$ cat src/rtl/load_store_unit_pkg.sv
// ============================================================================
//  load_store_unit_pkg
//  Load/store codes, FSM states and byte-lane helpers for the load/store unit.
//  Rev 1.0
// ============================================================================
`default_nettype none

package load_store_unit_pkg;

   localparam logic [2:0] LD_LB  = 3'b000;
   localparam logic [2:0] LD_LH  = 3'b001;
   localparam logic [2:0] LD_LW  = 3'b010;
   localparam logic [2:0] LD_LBU = 3'b011;
   localparam logic [2:0] LD_LHU = 3'b100;

   localparam logic [1:0] ST_SB  = 2'b00;
   localparam logic [1:0] ST_SH  = 2'b01;
   localparam logic [1:0] ST_SW  = 2'b10;

   typedef enum logic [1:0] {
      S_IDLE = 2'd0,
      S_REQ  = 2'd1,
      S_DONE = 2'd2
   } lsu_state_t;

   function automatic logic [3:0] store_be(input logic [1:0] code, input logic [1:0] off);
      logic [3:0] be;
      be = 4'b1111;
      case (code)
         ST_SB:   be = 4'b0001 << off;
         ST_SH:   be = 4'b0011 << {off[1], 1'b0};
         default: be = 4'b1111;
      endcase
      return be;
   endfunction

   // Replicating the low byte/half onto every lane places it under whichever enable is set.
   function automatic logic [31:0] store_lanes(input logic [1:0] code, input logic [31:0] data);
      logic [31:0] lanes;
      lanes = data;
      case (code)
         ST_SB:   lanes = {4{data[7:0]}};
         ST_SH:   lanes = {2{data[15:0]}};
         default: lanes = data;
      endcase
      return lanes;
   endfunction

endpackage

`default_nettype wire

$ cat src/rtl/load_store_unit_if.sv
// ============================================================================
//  load_store_unit_if
//  Data-memory req/ack port with byte enables; master = LSU, slave = memory.
//  Rev 1.0
// ============================================================================
`default_nettype none

interface load_store_unit_if #(
   parameter int AW = 32,
   parameter int DW = 32
);
   logic          dmem_req;
   logic          dmem_we;
   logic [AW-1:0] dmem_addr;
   logic [3:0]    dmem_be;
   logic [DW-1:0] dmem_wdata;
   logic [DW-1:0] dmem_rdata;
   logic          dmem_ack;

   modport master (
      output dmem_req, dmem_we, dmem_addr, dmem_be, dmem_wdata,
      input  dmem_rdata, dmem_ack
   );

   modport slave (
      input  dmem_req, dmem_we, dmem_addr, dmem_be, dmem_wdata,
      output dmem_rdata, dmem_ack
   );
endinterface

`default_nettype wire

$ cat src/rtl/load_store_unit_load_extend.sv
// ============================================================================
//  load_extend
//  Selects the addressed byte/half of a read word and sign/zero-extends it.
//  Rev 1.0
// ============================================================================
`default_nettype none

module load_extend
   import load_store_unit_pkg::*;
(
   input  wire logic [31:0] rdata,
   input  wire logic [2:0]  load,
   input  wire logic [1:0]  offset,
   output logic      [31:0] result
);

   logic [7:0]  w_byte;
   logic [15:0] w_half;

   always_comb begin
      w_byte = 8'h00;
      case (offset)
         2'd0:    w_byte = rdata[7:0];
         2'd1:    w_byte = rdata[15:8];
         2'd2:    w_byte = rdata[23:16];
         default: w_byte = rdata[31:24];
      endcase
   end

   assign w_half = offset[1] ? rdata[31:16] : rdata[15:0];

   always_comb begin
      result = 32'h0000_0000;
      case (load)
         LD_LB:   result = {{24{w_byte[7]}}, w_byte};
         LD_LH:   result = {{16{w_half[15]}}, w_half};
         LD_LW:   result = rdata;
         LD_LBU:  result = {24'h000000, w_byte};
         LD_LHU:  result = {16'h0000, w_half};
         default: result = 32'h0000_0000;
      endcase
   end

endmodule

`default_nettype wire

$ cat src/rtl/load_store_unit.sv
// ============================================================================
//  load_store_unit
//  Data-memory access stage: one req/ack access in flight, stalls the core
//  until done. Optional macro MISALIGN_TRAP_EN flags misaligned accesses.
//  Rev 1.0
// ============================================================================
`default_nettype none

module load_store_unit
   import load_store_unit_pkg::*;
#(
   parameter int AW = 32,
   parameter int DW = 32
) (
   input  wire logic          clk,
   input  wire logic          rst,
   input  wire logic          mem_read,
   input  wire logic          mem_write,
   input  wire logic [2:0]    load,
   input  wire logic [1:0]    store,
   input  wire logic [AW-1:0] addr,
   input  wire logic [DW-1:0] wdata,
   output logic               stall,
   output logic      [DW-1:0] rdata,
   output logic               misalign,
   load_store_unit_if.master  dmem
);

   lsu_state_t    state;
   lsu_state_t    state_nxt;

   logic          w_start;
   logic          w_is_store;
   logic          w_invalid;
   logic          w_misaligned;
   logic          w_skip;
   logic [31:0]   w_ext;

   logic          r_we;
   logic [AW-1:0] r_addr;
   logic [3:0]    r_be;
   logic [DW-1:0] r_wdata;
   logic [DW-1:0] r_rdata;
   logic [2:0]    r_load;
   logic [1:0]    r_off;

   // A store takes priority when both strobes are present.
   assign w_start    = mem_read | mem_write;
   assign w_is_store = mem_write;
   assign w_invalid  = w_is_store ? (store == 2'b11) : (load > LD_LHU);

`ifdef MISALIGN_TRAP_EN
   assign w_misaligned = w_is_store
      ? (((store == ST_SH) && addr[0]) || ((store == ST_SW) && (addr[1:0] != 2'b00)))
      : ((((load == LD_LH) || (load == LD_LHU)) && addr[0]) ||
         ((load == LD_LW) && (addr[1:0] != 2'b00)));
`else
   assign w_misaligned = 1'b0;
`endif

   assign w_skip = w_invalid | w_misaligned;

   load_extend u_load_extend (
      .rdata  (dmem.dmem_rdata),
      .load   (r_load),
      .offset (r_off),
      .result (w_ext)
   );

   always_comb begin
      state_nxt = state;
      stall     = 1'b0;
      case (state)
         S_IDLE: begin
            if (w_start) begin
               stall     = 1'b1;
               state_nxt = w_skip ? S_DONE : S_REQ;
            end
         end
         S_REQ: begin
            stall = 1'b1;
            if (dmem.dmem_ack) begin
               state_nxt = S_DONE;
            end
         end
         S_DONE:  state_nxt = S_IDLE;
         default: state_nxt = S_IDLE;
      endcase
   end

   always_ff @(posedge clk) begin
      if (rst) begin
         state   <= S_IDLE;
         r_we    <= 1'b0;
         r_addr  <= '0;
         r_be    <= 4'b0000;
         r_wdata <= '0;
         r_rdata <= '0;
         r_load  <= 3'b000;
         r_off   <= 2'b00;
      end else begin
         state <= state_nxt;
         case (state)
            S_IDLE: begin
               if (w_start) begin
                  r_we    <= w_is_store;
                  r_addr  <= {addr[AW-1:2], 2'b00};
                  // Reads fetch the whole word; lane selection happens on return.
                  r_be    <= w_is_store ? store_be(store, addr[1:0]) : 4'b1111;
                  r_wdata <= w_is_store ? store_lanes(store, wdata) : '0;
                  r_load  <= load;
                  r_off   <= addr[1:0];
                  r_rdata <= '0;
               end
            end
            S_REQ: begin
               if (dmem.dmem_ack && !r_we) begin
                  r_rdata <= w_ext;
               end
            end
            default: ;
         endcase
      end
   end

`ifdef MISALIGN_TRAP_EN
   logic r_misalign;

   always_ff @(posedge clk) begin
      if (rst) begin
         r_misalign <= 1'b0;
      end else if ((state == S_IDLE) && w_start) begin
         r_misalign <= w_misaligned;
      end else if (state == S_DONE) begin
         r_misalign <= 1'b0;
      end
   end

   assign misalign = r_misalign;
`else
   assign misalign = 1'b0;
`endif

   assign rdata           = r_rdata;
   assign dmem.dmem_req   = (state == S_REQ);
   assign dmem.dmem_we    = (state == S_REQ) && r_we;
   assign dmem.dmem_be    = (state == S_REQ) ? r_be : 4'b0000;
   assign dmem.dmem_addr  = r_addr;
   assign dmem.dmem_wdata = r_wdata;

endmodule

`default_nettype wire

$ cat src/flat_wrapper.sv
// flat-port wrapper written by rule: the top's interface ports become plain ports
module load_store_unit_flat import load_store_unit_pkg::*;
#(
   parameter int AW = 32,
   parameter int DW = 32
)
  (clk, rst, mem_read, mem_write, load, store, addr, wdata, stall, rdata, misalign, dmem_dmem_req, dmem_dmem_we, dmem_dmem_addr, dmem_dmem_be, dmem_dmem_wdata, dmem_dmem_rdata, dmem_dmem_ack);
  load_store_unit_if #(.AW(AW), .DW(DW)) dmem_i ();
  input  wire logic clk;
  input  wire logic rst;
  input  wire logic mem_read;
  input  wire logic mem_write;
  input  wire logic [2:0] load;
  input  wire logic [1:0] store;
  input  wire logic [AW-1:0] addr;
  input  wire logic [DW-1:0] wdata;
  output logic stall;
  output logic      [DW-1:0] rdata;
  output logic misalign;
  output wire logic [$bits(dmem_i.dmem_req)-1:0] dmem_dmem_req;
  output wire logic [$bits(dmem_i.dmem_we)-1:0] dmem_dmem_we;
  output wire logic [$bits(dmem_i.dmem_addr)-1:0] dmem_dmem_addr;
  output wire logic [$bits(dmem_i.dmem_be)-1:0] dmem_dmem_be;
  output wire logic [$bits(dmem_i.dmem_wdata)-1:0] dmem_dmem_wdata;
  input wire logic [$bits(dmem_i.dmem_rdata)-1:0] dmem_dmem_rdata;
  input wire logic [$bits(dmem_i.dmem_ack)-1:0] dmem_dmem_ack;
  assign dmem_dmem_req = dmem_i.dmem_req;
  assign dmem_dmem_we = dmem_i.dmem_we;
  assign dmem_dmem_addr = dmem_i.dmem_addr;
  assign dmem_dmem_be = dmem_i.dmem_be;
  assign dmem_dmem_wdata = dmem_i.dmem_wdata;
  assign dmem_i.dmem_rdata = dmem_dmem_rdata;
  assign dmem_i.dmem_ack = dmem_dmem_ack;
  load_store_unit #(.AW(AW), .DW(DW)) u_core (.clk(clk), .rst(rst), .mem_read(mem_read), .mem_write(mem_write), .load(load), .store(store), .addr(addr), .wdata(wdata), .stall(stall), .rdata(rdata), .misalign(misalign), .dmem(dmem_i));
endmodule
$ cat config.mk
export PLATFORM = sky130hd
export DESIGN_NAME = load_store_unit_flat
export DESIGN_NICKNAME = d
export VERILOG_FILES = /design/src/rtl/load_store_unit_pkg.sv /design/src/rtl/load_store_unit_if.sv /design/src/rtl/load_store_unit_load_extend.sv /design/src/rtl/load_store_unit.sv /design/src/flat_wrapper.sv
export SDC_FILE = /design/constraint.sdc
export NUM_CORES = 1
export LEC_CHECK = 0
export CAP_MARGIN = 10
export CORE_UTILIZATION = 48
export DETAILED_ROUTE_END_ITERATION = 10
export GPL_ROUTABILITY_DRIVEN = 1
export PLACE_DENSITY = 0.83
export SYNTH_ARGS = -nofsm -noshare
export SYNTH_HDL_FRONTEND = slang
export SYNTH_HIERARCHICAL = 1
export SYNTH_SLANG_ARGS = --single-unit
$ cat constraint.sdc
create_clock -name clk -period 3.1 [get_ports clk]
set_input_delay 0.62 -clock clk [delete_from_list [all_inputs] [get_ports clk]]
set_output_delay 0.62 -clock clk [all_outputs]
set_load 0.05 [all_outputs]
Yosys cells after proc, flatten, opt, wreduce, memory -nomap -nowiden
Cells that the tools add are included.
Widths: inputs -> output; s select.
{"block": "op_classes", "order_cmp": 1, "eq_ne": 12, "n_bitwise": 1, "reduce_logical": 11, "n_shift": 2, "mux": 18}
{"cell": "$pmux 32 s5", "count": 1}
{"cell": "$pmux 32 s2", "count": 2}
{"cell": "$mux 32", "count": 3}
{"cell": "$pmux 8 s3", "count": 1}
{"cell": "$mux 16", "count": 1}
{"cell": "$mux 4", "count": 2}
{"cell": "$pmux 4 s2", "count": 1}
{"cell": "$eq 2x1->1 const B", "count": 3}
{"cell": "$eq 3x2->1 const B", "count": 2}
{"cell": "$logic_not 2->1", "count": 3}
{"cell": "$mux 2", "count": 3}
{"cell": "$ne 2x1->1 const B", "count": 3}
{"cell": "$eq 2x2->1 const B", "count": 2}
{"cell": "$pmux 2 s2", "count": 1}
{"cell": "$reduce_and 2->1", "count": 2}
{"cell": "$shl 1x2->4 const A", "count": 1}
{"cell": "$shl 2x2->4 const A", "count": 1}
{"cell": "$eq 3x1->1 const B", "count": 1}
{"cell": "$eq 3x3->1 const B", "count": 1}
{"cell": "$gt 3x3->1 const B", "count": 1}
{"cell": "$logic_not 3->1", "count": 1}
{"cell": "$reduce_and 3->1", "count": 1}
{"cell": "$logic_and 1x1->1", "count": 2}
{"cell": "$mux 1", "count": 2}
{"cell": "other kinds (4)", "count": 4}
{"block": "word_totals", "word_cells": 53, "ff_bits": 106, "out_inout_bits": 104}

Depth between registers and ports, before layout
Gate-level depths: netlist (run 1).
{"block": "depth", "ltp_word": 5, "depth_mapped": 7, "ltp_nobuf": 5}

By module
The synthesis (run 1) kept the hierarchy.
{"module": "load_store_unit", "area_each_um2": 4550.6, "cells_per_inst": 509, "instances": 1, "seq_area_each_um2": 2122.0}
{"module": "load_extend", "area_each_um2": 1029.7, "cells_per_inst": 127, "instances": 1, "seq_area_each_um2": 0.0}

Worst setup path before layout (run 1)
OpenSTA, ideal clock, no wires.
{"block": "synth_path", "kind": "input to output", "start": "input mem_write", "end": "output stall", "arrival_ns": 1.892, "cell_stages": 5, "required_time_ns": 2.480, "n_path_buf": 2, "setup_slack_ns": 0.588, "path_cell_list": "or2_0 -> clkbuf_1 -> clkbuf_1 -> nor2_1 -> nor2_1"}
{"block": "synth_between", "elab_chain_len": 3}
{"item": "start, declared", "line": "flat_wrapper.sv:12", "text": "input wire logic mem_write;"}
{"item": "$or 1x1->1", "line": "load_store_unit.sv:48", "text": "assign w_start = mem_read | mem_write;"}
{"item": "$mux 1", "line": "load_store_unit.sv:75", "text": "if (w_start) begin"}
{"item": "$pmux 1 s2", "line": "load_store_unit.sv:73", "text": "case (state)"}
{"item": "end, declared", "line": "flat_wrapper.sv:17", "text": "output logic stall;"}
No other way between the ends.

Worst setup path after layout (run 1)
{"block": "layout_path", "start": "register u_core.state[0]", "end": "output dmem_dmem_be[1]"}
{"block": "layout_between", "elab_chain_len": 2}
{"item": "start, declared", "line": "load_store_unit.sv:29", "text": "lsu_state_t state;"}
{"item": "start signal, assigned", "line": "load_store_unit.sv:102", "text": "state <= state_nxt;"}
{"item": "$eq 2x1->1", "line": "load_store_unit.sv:147", "text": "assign dmem.dmem_be = (state == S_REQ) ? r_be : 4'b0000;"}
{"item": "$mux 4", "line": "load_store_unit.sv:147"}
{"item": "end, declared", "line": "flat_wrapper.sv:23", "text": "output wire logic [$bits(dmem_i.dmem_be)-1:0] dmem_dmem_be;"}
No other way between the ends.

==> run summary, run 1 <==
Yosys attributes the largest share of cell area to dfxtp_1 (38%), mux2i_1 (7.0%), o21ai_0 (5.9%), a21oi_1 (5.8%), nand2b_1 (5.6%). The average cell area after synthesis was 8.77 um^2; the violation count after the first detailed-route iteration was 323. The slowest stage of the critical path belongs to the cell clkdlybuf4s50_1. The cell area after synthesis came out at 5580 um^2.

The tools report the TritonCTS buffer count as 9. Starting density of the core: 0.491. The tools report the total power as 0.00422 W. The tools report the remaining max-slew budget at the tightest pin as 0.356. At the pin with the least slew margin, the transition time is 0.962 ns.

The count of final hold-check violations came out at 0. Kind of end point of the critical path: an output port. The worst path required time is 2.48 ns, and the post-route cell area is 7910 um^2. The final layout contains routed wiring with a total length of 16.5 mm. The standard cell area after detailed placement was 7600 um^2.

Once the clock tree was built, the setup fixing pass inserted 0 buffers. Summing all multi-input logic gate instances after layout gives 3110 um^2. Data arrives at the worst endpoint at 2.23 ns. In this run the clock root is driven by a clkbuf_16. The number of hold-repair buffers added at the cts stage is 0. The kind of cell with the highest combined delay along the critical path is buffers and inverters. The clock passes through at most 2 buffers.

After clock tree synthesis, the clock-pin slew on the worst setup and hold paths is 0.07 ns. TritonCTS built the clock tree. The run gives 2120 um^2 as the combined flip-flop and latch cell area. The floorplan die height is 110 um, and the largest voltage drop on the vdd net is 298 uV. Post-CTS repair changed the size of 0 cells. The wire length of the first global-routing pass is 25.8 mm, and the count of flip-flops with a built-in enable after synthesis is 0.

The run finished with clean final reports. Once placement completed, the tool counted placed cells totaling 935. Walking the worst path, the cells encountered are nor2b_1, and2_1, clkdlybuf4s50_1.

The critical path's largest stage delay was 0.81 ns. The initial antenna violation count is 0. Detail-routed via count per cell: 5.72. The number of antenna diodes in the final layout is 0. The share of final-layout standard cells stronger than drive strength 1 was 0.0879.

The proportion of netlist area held by the largest area contributor was 0.380; the number of global-route vias before repair was 5242. The finished layout holds 951 standard cells, fillers aside. The floorplan has 39 rows. The worst setup path is of the register to output port kind. The cell count after synthesis came out at 636. In the routed design, unresolved DRC markers number 0. The tools report the setup skew after layout as 0.00655 ns. The total global routing track utilization was 0.276; the clock network latency to the later pin of the worst-skew pair was 0.35 ns. After synthesis, the most frequently instantiated cells are dfxtp_1 (106), nand2_1 (72), o21ai_0 (66).

For this run, the top clock speed supported by timing is 0.351 GHz. The remaining number of nets flagged by the antenna check after routing was 0; the sum of negative setup slack was 0 ns. Counting I/O delays and the setup requirement, the final critical path takes 2.85 ns. For this design the static power due to leakage is 2.85 nW. Setup repair after global routing left no endpoint under its margin. The first detailed-routing pass ran for 5 iterations. The number of inserted filler cells in the final layout is 888.

The final layout contains 909 nets. Power spread over the standard cell area amounts to 534 nW/um^2. Sequential share of the synthesized area: 0.380. The critical path startpoint category is a register. The worst min-delay path category is register to register.

The global placement routability congestion was 0.878. The pin count of the biggest net entering global routing was 54. For this run, the number of Yosys warnings is 6.

Part of the cycle the worst path needs: 0.920. Final design utilization: 0.696. The maximum fanout count along the critical path was 11. The die covers 12100 um^2. The fraction of registers with async set/reset is 0, and the post-synthesis cell type count is 46. Dividing the detail-routed wire length by the instance count gives 17.3 um. The number of clock sinks was 106; the die width was 110 um. For the residual overflow from global routing, the log shows 0.

Most frequent cell after synthesis: dfxtp_1. The total via count in the routed design was 5440; the buffers plus inverters on the worst setup path was 1. The minimum setup slack among reg-to-reg paths was 1.05 ns.

During placement, the flow inserted port buffers numbering 206. During I/O placement, the number of pins put on the boundary was 210. After legalization and detailed placement, the total HPWL measured 11.6 mm. The tool flagged a number of max-cap violations equal to 0. From synthesis to final layout, the design area changed by 41.7%. Setup violations remaining at the end of the flow were counted as 0.

The logs give 0 for the final max-slew violation count and 11400 um^2 for the core outline area. The dominant synthesized flop cell was dfxtp_1. Cell taking the most area after synthesis: dfxtp_1.

Count of state elements after synthesis: 106. For the number of levels the H-tree was split into, the log shows 3.
## power breakdown
group | switching, W | leakage [nW] | total [W] | internal, W
logic | 0.000881 | 1.83 | 0.00147 | 0.000590
clock network | 0.000524 | 0.147 | 0.00118 | 0.000659
registers | 0.0000908 | 0.868 | 0.00157 | 0.00148
## area by class of cell
cell class | instances | share of cell area
Tap cell | 143 | 0.0226
Sequential cell | 106 | 0.268
Clock buffer | 10 | 0.0302
Inverter | 2 | 0.000949
Clock inverter | 6 | 0.00933
Multi-Input combinational cell | 465 | 0.393
Timing Repair Buffer | 219 | 0.275
## cells in the final DEF (no fill, tap or decap), types with 4 or more instances in the layout
master,netlist,layout
nor2_1,8,7
mux4_2,8,8
a32o_1,16,16
nand2_1,72,72
o21ai_0,66,66
a211o_1,8,8
buf_4,5,12
a21oi_1,65,65
a221o_1,7,7
nor2b_1,9,9
a31oi_2,10,10
a31oi_1,7,7
mux2_2,8,8
mux2_1,9,9
clkbuf_16,0,9
dfxtp_1,106,106
and2_1,5,5
nor3b_2,5,4
nand2b_1,50,50
clkdlybuf4s50_1,0,204
nand3_1,45,45
mux2i_1,39,39
## sequential cells by signal, summed over array words and instances, names as in the netlist
name and count:
u_core/r_off 2, u_core/dmem.dmem_addr 30, u_core/r_load 3, u_core/rdata 32
u_core/dmem.dmem_wdata 32, u_core/state 2, u_core/r_be 4, u_core/r_we 1
## kinds of logic after synthesis
family / synth area share
buffers and inverters: 0.0659
flip-flops: 0.380
AO/OA/AOI/OAI: 0.212
other: 0.000672
AND/OR/NAND/NOR: 0.205
multiplexers: 0.137
## final timing paths
kind,start,end,cells after the start
worst max register to register,u_core/r_off[1]$_SDFFE_PP0P_,u_core/rdata[0]$_SDFFE_PP0P_,5
worst min-delay path,u_core/dmem.dmem_wdata[27]$_SDFFE_PP0P_,u_core/dmem.dmem_wdata[27]$_SDFFE_PP0P_,1
worst max-delay path,u_core/state[0]$_SDFFE_PP0P_,dmem_dmem_be[1],3
worst min register to register,u_core/dmem.dmem_wdata[27]$_SDFFE_PP0P_,u_core/dmem.dmem_wdata[27]$_SDFFE_PP0P_,1
## per-layer routing
layer | vias up | GRT usage | wire length, um
met5 | - | 0 | 0
met4 | 0 | 0.120 | 371
met3 | 27 | 0.0640 | 1330
met2 | 214 | 0.452 | 7870
met1 | 2600 | 0.346 | 6880
li1 | 2599 | - | -
## stage by stage
step / hold slack, ns / setup WS [ns]
global route: 0.490 / 0.0921
finish: 0.476 / 0.249
detailed placement: 0.458 / 0.666
CTS: 0.476 / 0.258
floorplan: 0.450 / 0.588
global placement: 0.452 / 0.699
(Power assumes the default switching activity.)
==> run 2, diff against run 1 <==
--- a/config.mk
+++ b/config.mk
@@ -6,10 +6,12 @@
 export NUM_CORES = 1
 export LEC_CHECK = 0
 export CAP_MARGIN = 10
-export CORE_UTILIZATION = 48
+export CELL_PAD_IN_SITES_DETAIL_PLACEMENT = 1
+export CELL_PAD_IN_SITES_GLOBAL_PLACEMENT = 2
+export CORE_UTILIZATION = 27
 export DETAILED_ROUTE_END_ITERATION = 10
 export GPL_ROUTABILITY_DRIVEN = 1
-export PLACE_DENSITY = 0.83
+export PLACE_DENSITY = 0.82
 export SYNTH_ARGS = -nofsm -noshare
 export SYNTH_HDL_FRONTEND = slang
 export SYNTH_HIERARCHICAL = 1
==> run summary, run 2 (same netlist as run 1, synthesis figures left out) <==
The ratio of total power to cell area was 523 nW/um^2. The share of final-layout standard cells stronger than drive strength 1 was 0.0889; the setup skew after layout was 0.00594 ns. The final layout contains routed wiring with a total length of 19.7 mm.

Along the worst path, the maximum fanout reaches 6. Leaving out fill and tap cells, the most frequent cell in the layout is clkdlybuf4s50_1. The clock passes through at most 2 buffers. The global placement routability congestion was 0.834; the die outline area was 21200 um^2. TritonCTS built the clock tree. The run gives 5736 as the number of global-route vias before repair. The I/O pin count was 210. The total overflow left after global routing is 0. The worst setup path is of the register to output port kind. At the end of the flow, the number of nets in the layout was 912. The count of final setup violators came out at 0. 0 antenna diodes ended up in the layout.

Cell leakage power: 2.85 nW. The total global routing track utilization was 0.184; the area overhead of the layout relative to synthesis was 44.4%. met2 is the most crowded layer.

The per-cell routed wire length is 18.3 um, and the clock period minus final worst setup slack is 2.72 ns. The core outline area is 20200 um^2, and the count of port buffers added during placement is 206. For the final design utilization, the log shows 0.398. The violation count after the first detailed-route iteration was 181. The reg-to-reg critical path startpoint was u_core/r_off[1]$_SDFFE_PP0P_. The worst setup path is captured at an output port. Counting every sink on the clock net gives 106. Critical path launch point: u_core/state[0]$_SDFFE_PP0P_. Die width: 146 um. The sum of negative setup slack is 0 ns. Data on the critical path is required at its endpoint by 2.48 ns. Setup repair after global routing left no endpoint under its margin. STA classifies the critical path startpoint as a register. The tools report the TritonCTS buffer count as 9.

Derived from the worst setup path, the maximum achievable clock frequency is 0.368 GHz. Met3 routing resource usage after global routing: 0.0542. The logs give 0.276 for the starting density of the core and 0.217 for the met1 track utilization from global routing. The met2 track demand over resource in global routing is 0.309. Row generation in the floorplan step produced 52 rows. Once detail routing completed, the nets flagged for antenna violations numbered 0.

The data arrival time of the worst path is 2.10 ns. The run finished with clean final reports. The logs give 0 for the final max-slew violation count and 0.35 ns for the clock network latency to the later pin of the worst-skew pair.

In the routed design, unresolved DRC markers number 0. CTS placed an instance of clkbuf_16 at the clock tree root. Counting cells, the worst reg-to-reg path comes to 5. Setup slack on the worst reg-to-reg path comes out at 1.03 ns.

For this design, the CTS-stage hold fixing added 0 buffers. The slew of the pin with the lowest slew margin is 1.01 ns, and the half-perimeter wire length after detailed placement is 14.3 mm. The first detailed-routing pass ran for 4 iterations.

Post-CTS repair changed the size of 0 cells. The worst register-to-register path ends at u_core/rdata[21]$_SDFFE_PP0P_. For the remaining max-slew budget at the tightest pin, the log shows 0.326. The first global-routing pass estimated 30.9 mm of wire.

The setup fix buffers added after clock tree synthesis is 0. Clock-pin slew was measured on the worst setup and hold paths at 0.07 ns. The floorplan die height was 146 um.

Entering global routing, the biggest net connects 53 pins. The tools report the number of maximum-capacitance violations as 0. Dividing the detail-routed via count by the number of cells gives 5.00. The top cell types in the final layout, fill and taps aside, are clkdlybuf4s50_1 (204), dfxtp_1 (106), nand2_1 (72), o21ai_0 (66), a21oi_1 (65). The count of final hold-check violations was 0. Part of the cycle the worst path needs: 0.878. CTS built an H-tree with a depth of 3. VDD sags by at most 293 uV. Total via count in the routed design: 5401. The path class of the tightest hold or removal check is register to register.

The critical path ends at dmem_dmem_be[1]. The initial antenna violation count came out at 0.
==> run 2: cell types whose count changed in the layout (fill, tap and decap cells not counted) <==
| cell | delta |
|---|---|
| nor2_2 | -1 |
| buf_4 | +4 |
| inv_6 | -1 |
| nor2_4 | +1 |
| buf_12 | -1 |
| clkinvlp_4 | -1 |
| clkbuf_1 | +1 |
| inv_8 | -1 |
| clkbuf_8 | -1 |
| clkinv_2 | +2 |
==> run 2: worst min path at each step <==
stage | startpoint | end | slack (ns) | depth (start not counted)
after global placement | u_core/dmem.dmem_wdata[8]$_SDFFE_PP0P_ | u_core/dmem.dmem_wdata[8]$_SDFFE_PP0P_ | 0.45 | 1
after CTS | u_core/rdata[0]$_SDFFE_PP0P_ | u_core/rdata[0]$_SDFFE_PP0P_ | 0.48 | 2
after floorplan | u_core/r_off[0]$_SDFFE_PP0P_ | u_core/r_off[0]$_SDFFE_PP0P_ | 0.45 | 2
after detailed placement | u_core/dmem.dmem_wdata[8]$_SDFFE_PP0P_ | u_core/dmem.dmem_wdata[8]$_SDFFE_PP0P_ | 0.46 | 1
final | u_core/dmem.dmem_wdata[6]$_SDFFE_PP0P_ | u_core/dmem.dmem_wdata[6]$_SDFFE_PP0P_ | 0.47 | 2
after global routing | u_core/rdata[0]$_SDFFE_PP0P_ | u_core/rdata[0]$_SDFFE_PP0P_ | 0.49 | 2
==> run 2: worst max-delay path, stage by stage, from the launching register on <==
cell             delay [ns]
dfxtp_1                0.33
nor2b_1                0.38
and2_1                 0.20
clkdlybuf4s50_1        0.85
==> run 2: through the flow <==
stage	worst slack [ns]	cells	total power (W)	instance area, um^2	hold WS (ns)
floorplan	0.588	638	0.00260	5590	0.450
global placement	0.621	1065	0.00307	7770	0.450
detailed placement	0.608	1065	0.00311	7770	0.457
CTS	0.355	1080	0.00428	8060	0.477
global route	0.238	1080	0.00443	8060	0.487
finish	0.379	1080	0.00422	8060	0.472
==> run 2: area by class of cell <==
cell class | count | area [um^2]
multi-input cells | 465 | 3120
clock buffers | 10 | 229
flip-flops and latches | 106 | 2120
repair buffers | 222 | 2190
well taps | 270 | 338
fillers | 2341 | 12200
clock inverters | 5 | 56.3
inverters | 2 | 7.51
==> run 2: where the power goes <==
group	switching (W)	internal, W
clock network	0.000523	0.000622
registers	0.0000847	0.00148
logic	0.000914	0.000594
total	0.00152	0.00269
==> run 2: metal layers <==
layer	wire [um]	share of wire
met5	0	0
met4	475	0.024
met3	1430	0.072
met2	9510	0.48
met1	8330	0.42
==> run 3, diff against run 2 <==
--- a/config.mk
+++ b/config.mk
@@ -8,10 +8,10 @@
 export CAP_MARGIN = 10
 export CELL_PAD_IN_SITES_DETAIL_PLACEMENT = 1
 export CELL_PAD_IN_SITES_GLOBAL_PLACEMENT = 2
-export CORE_UTILIZATION = 27
+export CORE_UTILIZATION = 25
 export DETAILED_ROUTE_END_ITERATION = 10
 export GPL_ROUTABILITY_DRIVEN = 1
-export PLACE_DENSITY = 0.82
+export PLACE_DENSITY = 0.77
 export SYNTH_ARGS = -nofsm -noshare
 export SYNTH_HDL_FRONTEND = slang
 export SYNTH_HIERARCHICAL = 1
==> constraint.sdc (replaced) <==
create_clock -name clk -period 2.7 [get_ports clk]
set_input_delay 0.54 -clock clk [delete_from_list [all_inputs] [get_ports clk]]
set_output_delay 0.54 -clock clk [all_outputs]
set_load 0.05 [all_outputs]
==> run summary, run 3 (same netlist as run 1, synthesis figures left out) <==
The flow ran to the end, and the final reports show no timing, DRC or antenna violations. The endpoint identified for the worst register-to-register timing path is u_core/rdata[30]$_SDFFE_PP0P_. The number of clock sinks was 106. The ratio of total power to cell area was 601 nW/um^2; the total wirelength of the detailed-routed design was 19.6 mm.

The count of final hold-check violations was 0. STA classifies the critical path startpoint as a primary input. Across all layers, the routed design uses 5354 vias. Timing analysis after detailed placement gives a worst setup slack of 0.357 ns. The maximum fanout count along the critical path was 6; the slew of the pin with the lowest slew margin was 0.840 ns. For this design, the CTS-stage hold fixing added 0 buffers. The remaining number of nets flagged by the antenna check after routing is 0.

The area of combinational cells with multiple inputs is 3120 um^2. The part of the cycle the worst path needs works out to 0.876. The run gives 0.172 as the total global routing track utilization.

At the end of the flow, the number of nets in the layout was 916. The count of port buffers added during placement was 206; the pin count of the biggest net entering global routing was 70. The number of cell rows is 54, and the area overhead of the layout relative to synthesis is 45.2%.

Counting cells, the worst reg-to-reg path comes to 5. The TritonCTS buffer count was 9; the post-route cell area was 8100 um^2. In this run the static leakage power is 2.89 nW.

The logs give 281 uV for the largest voltage drop on the vdd net and 21800 um^2 for the core outline area. In this run, post-CTS repair resized a total of 0 instances. The placed instances occupy a cell area of 7810 um^2.

TritonCTS built the clock tree. On the final layout, the worst clock skew is 0.0101 ns. The minimum setup slack among reg-to-reg paths came out at 0.70 ns.

Clock-pin slew was measured on the worst setup and hold paths at 0.07 ns. For the setup fix buffers added after clock tree synthesis, the log shows 0. The kind of end point of the critical path is an output port. The root buffer cell chosen for the clock tree is clkbuf_16.

The starting density of the core was 0.256; the die width was 151 um. For this design the top-level I/O count stands at 210. The combined flip-flop and latch cell area is 2120 um^2. The signal on the critical path passes through clkdlybuf4s50_1, or2_1, nor2_1, nor2_1, buf_12.

The critical path is of the primary input to output port type. Upper clock frequency limit: 0.423 GHz. In this run the worst setup path terminates at stall.

For the remaining max-slew budget at the tightest pin, the log shows 0.440. In the final routed layout, each cell accounts on average for 17.9 um. Setup repair after global routing left no endpoint under its margin.

The reg-to-reg critical path startpoint is u_core/r_off[1]$_SDFFE_PP0P_. After global routing the overflow that remains totals 0. Routability-driven placement finished with a final weighted congestion of 0.773. For the data arrival time of the worst path, the log shows 1.83 ns. The worst min-delay path category is register to register.

The slowest stage of the critical path belongs to the cell clkdlybuf4s50_1. The number of global-route vias before repair was 5354. The most critical setup path has its startpoint at mem_read. The run gives 0.335 ns as the worst setup slack after layout. The die covers 22900 um^2. Max-cap violations in this run came to 0. Fill cells in the final layout number 2516. The tools report the sum of negative setup slack as 0 ns. The first routing iteration left 236 violations. The most repeated library cell on the critical path is nor2_1. In this run the number of H-tree levels came out at 3. The first global-routing pass estimated 30.2 mm of wire. The floorplan die height came out at 151 um. For the worst-skew pair, the clock arrives at the later sink with an insertion delay of 0.36 ns. The final max-slew violation count is 0. In the layout the commonest cells are clkdlybuf4s50_1 (198), dfxtp_1 (106), nand2_1 (72), o21ai_0 (66), a21oi_1 (65). After legalization and detailed placement, the total HPWL measured 14.0 mm.

The most common cell after layout, fill and taps aside was clkdlybuf4s50_1. For the initial antenna violation count, the log shows 1. After detailed routing, the number of remaining DRC violations is 0. The design draws 0.00487 W. For the number of buffers between clock root and the deepest sink, the log shows 2. Setup violations remaining at the end of the flow were counted as 0.

The final design utilization is 0.371. The clock period minus final worst setup slack came out at 2.37 ns. On the worst path, the slowest cell contributes a delay of 0.53 ns. Dividing the detail-routed via count by the number of cells gives 4.89.

The share of final-layout standard cells stronger than drive strength 1 works out to 0.103. Data on the critical path is required at its endpoint by 2.16 ns. The tools report the count of TritonRoute iterations in the first routing pass as 4.
## run 3: changes by cell type in the layout (fill, tap and decap cells not counted), sizes merged
| cell | change |
|---|---|
| buf | +10 |
| bufinv | -1 |
| diode | +1 |
| clkbuf | -1 |
| clkinv | -1 |
| inv | +4 |
| clkdlybuf4s50 | -6 |
## run 3: worst min path at each step
stage | from | to | depth (start not counted)
2_1_floorplan | u_core/r_off[0]$_SDFFE_PP0P_ | u_core/r_off[0]$_SDFFE_PP0P_ | 2
3_5_place_dp | u_core/dmem.dmem_wdata[24]$_SDFFE_PP0P_ | u_core/dmem.dmem_wdata[24]$_SDFFE_PP0P_ | 1
3_3_place_gp | u_core/dmem.dmem_wdata[25]$_SDFFE_PP0P_ | u_core/dmem.dmem_wdata[25]$_SDFFE_PP0P_ | 1
4_1_cts | u_core/dmem.dmem_wdata[10]$_SDFFE_PP0P_ | u_core/dmem.dmem_wdata[10]$_SDFFE_PP0P_ | 1
5_1_grt | u_core/dmem.dmem_wdata[25]$_SDFFE_PP0P_ | u_core/dmem.dmem_wdata[25]$_SDFFE_PP0P_ | 1
6_report | u_core/dmem.dmem_wdata[10]$_SDFFE_PP0P_ | u_core/dmem.dmem_wdata[10]$_SDFFE_PP0P_ | 1
## run 3: layout make-up
| class | instances | area share |
|---|---|---|
| multi-input combinational | 465 | 0.385 |
| timing repair buffer | 226 | 0.273 |
| sequential | 106 | 0.262 |
| tap | 280 | 0.0432 |
| clock buffer | 9 | 0.0278 |
| clock inverter | 7 | 0.00757 |
| inverter | 2 | 0.000927 |
| antenna | 1 | 0.000309 |
## run 3: power breakdown
| part | switching (W) | internal, W |
|---|---|---|
| Combinational | 0.00104 | 0.000691 |
| Sequential | 0.000103 | 0.00170 |
| Clock | 0.000692 | 0.000648 |
## run 3: per-stage QoR
step | hold WS (ns) | cells
2_1_floorplan | 0.450 | 638
3_3_place_gp | 0.449 | 1079
3_5_place_dp | 0.458 | 1079
4_1_cts | 0.472 | 1095
5_1_grt | 0.482 | 1096
6_report | 0.466 | 1096
## run 3: routing by layer
layer	vias up	part of all wire	track usage
li1	2620	-	-
met1	2571	0.46	0.227
met2	143	0.46	0.271
met3	20	0.064	0.0428
met4	0	0.016	0.0620
met5	-	0	0
## run 3: critical path, delay by kind of cell
kind / cells / cell delay [ns]
buffers and inverters: 2 / 0.70
AND/OR/NAND/NOR: 3 / 0.57
